**src/rtl/instr_decode_stage.sv**
```systemverilog
// Computer12 instruction-decode stage: decodes opcode words, gathers trailing
// immediates, honours skip/flush, and presents a registered valid/ready bundle.
module instr_decode_stage #(
   parameter int WORD_W = 12,
   parameter int ADDR_W = 12
) (
   input  logic              clk,
   input  logic              rst_n,
   input  logic              in_valid,
   output logic              in_ready,
   input  logic [WORD_W-1:0] in_word,
   input  logic [ADDR_W-1:0] in_addr,
   input  logic              flush,
   input  logic              skip_next,
   output logic              out_valid,
   input  logic              out_ready,
   output logic [ADDR_W-1:0] out_addr,
   output logic              out_conditional,
   output logic [4:0]        out_dest,
   output logic [4:0]        out_src,
   output logic [4:0]        out_alu_op,
   output logic [3:0]        out_alu_cond,
   output logic              out_read_dest,
   output logic              out_read_src,
   output logic              out_write_dest,
   output logic              out_has_imm,
   output logic [WORD_W-1:0] out_imm,
   output logic              out_mem_read,
   output logic              out_mem_write,
   output logic [5:0]        out_mem_mode
);

   typedef enum logic [1:0] {ST_OPC = 2'd0, ST_IMM = 2'd1, ST_DROP_IMM = 2'd2} state_t;

   typedef struct packed {
      logic       conditional;
      logic [4:0] dest;
      logic [4:0] src;
      logic [4:0] alu_op;
      logic [3:0] alu_cond;
      logic       read_dest;
      logic       read_src;
      logic       write_dest;
      logic       has_imm;
      logic       mem_read;
      logic       mem_write;
   } dec_t;

   function automatic dec_t decode(input logic [11:0] i);
      dec_t d;
      logic arith_v;
      logic shift_v;
      d            = '0;
      d.read_src   = 1'b1;
      d.write_dest = 1'b1;
      arith_v      = 1'b0;
      shift_v      = 1'b0;
      if (i[10:9] != 2'b11) begin
         arith_v     = 1'b1;
         d.dest      = {1'b0, i[10], i[5:3]};
         d.src       = {1'b0, i[9], i[2:0]};
         d.alu_op    = {2'b00, i[8:6]};
         d.has_imm   = ({1'b0, i[9], i[2:0]} == 5'd7);
         d.read_dest = (i[8:6] != 3'd0);
      end else if (i[10:3] == 8'b1100_1101) begin
         d.dest = 5'd31;
         d.src  = 5'd31;
      end else if (i[10:7] == 4'b1100) begin
         shift_v  = 1'b1;
         d.dest   = {1'b0, i[3:0]};
         d.src    = {1'b0, i[3:0]};
         d.alu_op = {2'b01, i[6:4]};
      end else if (i[11:8] == 4'b0111) begin
         d.dest     = {1'b1, i[3:0]};
         d.src      = {3'b000, i[7:6]};
         d.read_src = (i[5:0] < 6'd10);
         d.mem_read = (i[5:0] >= 6'd10);
      end else if (i[11:8] == 4'b1111) begin
         d.dest       = {3'b000, i[7:6]};
         d.src        = {1'b1, i[3:0]};
         d.write_dest = (i[5:0] < 6'd10);
         d.mem_write  = (i[5:0] >= 6'd10);
      end else begin
         d.dest       = {1'b0, i[3:0]};
         d.src        = {1'b0, i[3:0]};
         d.alu_op     = {1'b1, i[11], i[6], i[5:4]};
         d.alu_cond   = i[3:0];
         d.write_dest = 1'b0;
      end
      d.conditional = i[11] & (arith_v | shift_v);
      return d;
   endfunction

   state_t state_r;
   state_t state_nxt_s;
   logic   skip_pending_r;
   logic   skip_nxt_s;
   logic   valid_nxt_s;
   logic   accept_s;
   logic   skip_eff_s;
   logic   load_bundle_s;
   logic   load_imm_s;
   dec_t   dec_s;

   assign dec_s      = decode(in_word[11:0]);
   assign in_ready   = ~flush & ((state_r != ST_OPC) | ~out_valid | out_ready);
   assign accept_s   = in_valid & in_ready;
   // A skip pulse arriving with the opcode itself applies to that opcode.
   assign skip_eff_s = skip_pending_r | skip_next;

   // Next-state, valid and skip bookkeeping.
   always_comb begin
      state_nxt_s   = state_r;
      skip_nxt_s    = skip_pending_r | skip_next;
      valid_nxt_s   = out_valid & ~out_ready;
      load_bundle_s = 1'b0;
      load_imm_s    = 1'b0;
      if (flush) begin
         state_nxt_s = ST_OPC;
         skip_nxt_s  = 1'b0;
         valid_nxt_s = 1'b0;
      end else begin
         case (state_r)
            ST_OPC: begin
               if (accept_s) begin
                  if (skip_eff_s) begin
                     skip_nxt_s  = 1'b0;
                     state_nxt_s = dec_s.has_imm ? ST_DROP_IMM : ST_OPC;
                  end else begin
                     load_bundle_s = 1'b1;
                     valid_nxt_s   = ~dec_s.has_imm;
                     state_nxt_s   = dec_s.has_imm ? ST_IMM : ST_OPC;
                  end
               end else begin
                  state_nxt_s = ST_OPC;
               end
            end
            ST_IMM: begin
               if (accept_s) begin
                  load_imm_s  = 1'b1;
                  valid_nxt_s = 1'b1;
                  state_nxt_s = ST_OPC;
               end else begin
                  state_nxt_s = ST_IMM;
               end
            end
            ST_DROP_IMM: begin
               if (accept_s) begin
                  state_nxt_s = ST_OPC;
               end else begin
                  state_nxt_s = ST_DROP_IMM;
               end
            end
            default: begin
               state_nxt_s = ST_OPC;
            end
         endcase
      end
   end

   // Control state registers.
   always_ff @(posedge clk or negedge rst_n) begin
      if (!rst_n) begin
         state_r        <= ST_OPC;
         skip_pending_r <= 1'b0;
         out_valid      <= 1'b0;
      end else begin
         state_r        <= state_nxt_s;
         skip_pending_r <= skip_nxt_s;
         out_valid      <= valid_nxt_s;
      end
   end

   // Decode bundle registers; only written on an accepted word.
   always_ff @(posedge clk or negedge rst_n) begin
      if (!rst_n) begin
         out_addr        <= '0;
         out_conditional <= 1'b0;
         out_dest        <= 5'd0;
         out_src         <= 5'd0;
         out_alu_op      <= 5'd0;
         out_alu_cond    <= 4'd0;
         out_read_dest   <= 1'b0;
         out_read_src    <= 1'b0;
         out_write_dest  <= 1'b0;
         out_has_imm     <= 1'b0;
         out_imm         <= '0;
         out_mem_read    <= 1'b0;
         out_mem_write   <= 1'b0;
         out_mem_mode    <= 6'd0;
      end else if (load_bundle_s) begin
         out_addr        <= in_addr;
         out_conditional <= dec_s.conditional;
         out_dest        <= dec_s.dest;
         out_src         <= dec_s.src;
         out_alu_op      <= dec_s.alu_op;
         out_alu_cond    <= dec_s.alu_cond;
         out_read_dest   <= dec_s.read_dest;
         out_read_src    <= dec_s.read_src;
         out_write_dest  <= dec_s.write_dest;
         out_has_imm     <= dec_s.has_imm;
         out_imm         <= '0;
         out_mem_read    <= dec_s.mem_read;
         out_mem_write   <= dec_s.mem_write;
         out_mem_mode    <= in_word[5:0];
      end else if (load_imm_s) begin
         out_imm <= in_word;
      end
   end

endmodule

```
**config.mk**
```make
export PLATFORM = sky130hd
export DESIGN_NAME = instr_decode_stage
export DESIGN_NICKNAME = d
export VERILOG_FILES = /design/src/rtl/instr_decode_stage.sv
export SDC_FILE = /design/constraint.sdc
export NUM_CORES = 1
export LEC_CHECK = 0
export BUFFER_PORTS_ARGS = -buffer_cell sky130_fd_sc_hd__buf_4
export CAP_MARGIN = 20
export CORE_ASPECT_RATIO = 0.7
export CORE_MARGIN = 1
export CORE_UTILIZATION = 51
export DETAILED_ROUTE_END_ITERATION = 10
export PLACE_DENSITY = 0.85
export SKIP_CTS_REPAIR_TIMING = 1
export SYNTH_ARGS = -nofsm -noshare
export SYNTH_HDL_FRONTEND = slang
export SYNTH_SLANG_ARGS = --single-unit
```
**constraint.sdc**
```tcl
create_clock -name clk -period 2.61 [get_ports clk]
set_clock_uncertainty 0.05 [all_clocks]
set_input_delay 0.261 -clock clk [delete_from_list [all_inputs] [get_ports clk]]
set_output_delay 0.261 -clock clk [all_outputs]
set_load 0.01 [all_outputs]
```
==> results.yml <==
worst_setup_path:
  cp.depth: 4
  cp-start-kind: "flop"
  timing.setup.critical_path_class: "flop to flop"
  rr_worst_depth: 4
  arrival_ns: 2.30
  cp_data_required_time_ns: 2.79
  crit_chain: "or4_1 > nor3_4 > buf_12 > mux2_2"
  worst-path-buf-inv: 1
  path_delay_family: "simple AND/OR/NAND/NOR gates"
  cpMaxStageDelayCell: "or4_1"
  rrSetupSlack_ns: 0.48
  critPathMaxStageDelay_ns: 0.66
  critPathCaptureType: "flop"
  cp_max_fo: 37
synth:
  yosys.area.top_type: "dfrtp_1"
  synthFlopType: "dfrtp_1"
  yosysWarningCount: 0
  synthesis.area_um2: 2770
  ys_seq_area_frac: 0.541
  synth_seq_cells: 60
  synth_edf_count: 0
  synth_cells: 252
  synth_cell_types: 43
  yosys-top-cells-area: "dfrtp_1 (54%), mux2_2 (8.5%), nand2_1 (4.2%)"
  avgSynthCellArea_um2: 11.0
  synthArstFlopShare: 1.00
  synth_nets: 282
  synth.top_cell.area_share: 0.541
cts:
  clk_path_buf_depth: 2
  cts_buffers: 9
  htreeDepth: 3
  tritoncts: "yes"
  cts_root_buf: "clkbuf_8"
  cts.sinks: 60
  cts.clk_slew.worst_paths_ns: 0.07
  insertion_delay_ns: 0.34
cells_and_area:
  diodes: 0
  drive_above_1_share: 0.395
  final_net_count: 364
  fin_area_um2: 3670
  area_growth_pct: 32.3
global_route:
  grt_max_degree: 61
  grt_pass1_vias: 2278
  globalRouteOverflowTotal: 0
  antenna_found_initial: 0
  grt_pass1_wl_um: 11700
  track_usage: 0.265
placement:
  portBuffers: 87
  hpwlAfterDp_um: 4820
  dp_slack_ns: 0.538
  place_congestion: 0.895
  place_area_um2: 3470
power:
  p_leak_nw: 1.68
  powerDensity_nw_per_um2: 684
  peakVddDrop_mv: 0.399
route:
  wl_per_cell_um: 17.7
  drc: 0
  detail_route.first_pass.iterations: 4
  vias: 2461
  dr.first_iter.drc_count: 245
  via_per_inst: 5.99
  drtAntennaViolNets: 0
  postRouteWirelength_um: 7280
sta:
  fin_crit_ns: 2.13
  max_freq_ghz: 0.470
  grt_setup_unrepaired: "no"
  finalCritPeriodShare: 0.815
  finalSetupTns_ns: 0
  relSlewSlack: 0.500
  final_hold_viol_count: 0
  worstMarginPinSlew_ns: 0.750
  setup_viol: 0
  drv_slew: 0
  post-route-worst-setup-slack_ns: 0.484
floorplan:
  die_w_um: 90.1
  die_y_um: 63.7
  row_count: 22
  dieArea_um2: 5740
  start_util: 0.530
  core-area_um2: 5230
  pin_count: 88
hold_path:
  hold_class: "primary input to flop"
  hold_depth: 2
run:
  drv_cap: 0
status:
  status: "finished, final reports clean"
[cell usage in the layout (no fill, tap or decap), drive strengths merged, types with 2 or more instances in the layout]
| cell type | n |
|---|---|
| nor2b | 2 |
| a22o | 5 |
| dfrtp | 60 |
| nand2 | 31 |
| and4b | 3 |
| a31oi | 16 |
| a21oi | 21 |
| nor2 | 6 |
| mux2 | 21 |
| o2bb2ai | 5 |
| o2111ai | 4 |
| o21ai | 2 |
| clkbuf | 9 |
| nor3 | 2 |
| clkinv | 3 |
| mux2i | 3 |
| a21boi | 2 |
| o31ai | 3 |
| nand3b | 3 |
| a221oi | 2 |
| a311oi | 2 |
| nand2b | 5 |
| buf | 94 |
| nand4b | 4 |
| nand3 | 3 |
| inv | 2 |
| nand4 | 4 |
| nor4 | 2 |
| clkinvlp | 3 |
| a211oi | 2 |
| a21o | 4 |
[cells in the mapped netlist (5+ instances only)]
cell type	n
dfrtp_1	60
nand2_1	31
a21oi_1	21
mux2_2	21
clkbuf_1	17
a31oi_1	16
nor2_1	6
a22o_1	5
nand2b_1	5
o2bb2ai_1	5
[worst paths after layout]
kind                                           startpoint                     endpoint
worst max-delay path                 state_r[0]$_DFF_PN0_     out_addr[10]$_DFFE_PN0P_
worst min-delay path                                flush          out_valid$_DFF_PN0_
worst max register to register       state_r[0]$_DFF_PN0_     out_addr[10]$_DFFE_PN0P_
worst min register to register  out_alu_op[4]$_DFFE_PN0P_    out_alu_op[4]$_DFFE_PN0P_
max in group asynchronous                           rst_n       out_imm[8]$_DFFE_PN0P_
min in group asynchronous                           rst_n  out_alu_cond[3]$_DFFE_PN0P_
[kinds of logic after synthesis]
family	Yosys count	share of synthesized area
AOI/OAI and AO/OA	72	0.177
DFF	60	0.541
buffers and inverters	26	0.0456
and+or+nand+nor	70	0.140
muxes	24	0.0961
[area by class of cell]
| type | instances | area [µm²] |
|---|---|---|
| clock buffers | 9 | 124 |
| clock inverters | 7 | 67.6 |
| well taps | 72 | 90.1 |
| fillers | 385 | 1560 |
| repair buffers | 95 | 728 |
| flip-flops and latches | 60 | 1500 |
| inverters | 2 | 7.51 |
| multi-input cells | 166 | 1150 |
[state kept, by name (all words and copies together) (netlist names)]
signal,flops
out_mem_mode,6
out_dest,5
state_r,2
out_valid,1
out_imm,12
out_src,5
out_read_src,1
out_read_dest,1
out_conditional,1
out_addr,12
out_write_dest,1
skip_pending_r,1
out_alu_cond,4
out_has_imm,1
out_alu_op,5
out_mem_read,1
out_mem_write,1
[per-layer routing]
layer	global-route usage	routed length (µm)
met3	0.104	805
met1	0.362	3070
met2	0.396	3330
met5	0	0
met4	0.0645	74
[stage by stage]
stage / total power, W / hold slack (ns) / std cells / util
after global placement: 0.00170 / 0.331 / 394 / 0.663
after global routing: 0.00263 / 0.0853 / 411 / 0.702
after CTS: 0.00253 / -0.0440 / 410 / 0.700
final: 0.00251 / 0.0856 / 411 / 0.702
after detailed placement: 0.00172 / 0.325 / 394 / 0.663
after floorplan: 0.00140 / -0.0846 / 252 / -
[power by group]
group	switching (W)	leakage [nW]	internal (W)
Combinational	0.000258	0.834	0.000304
Sequential	0.0000764	0.758	0.00106
Clock	0.000377	0.0910	0.000434
Total	0.000711	1.68	0.00180
Power figures use the tool's default switching activity.
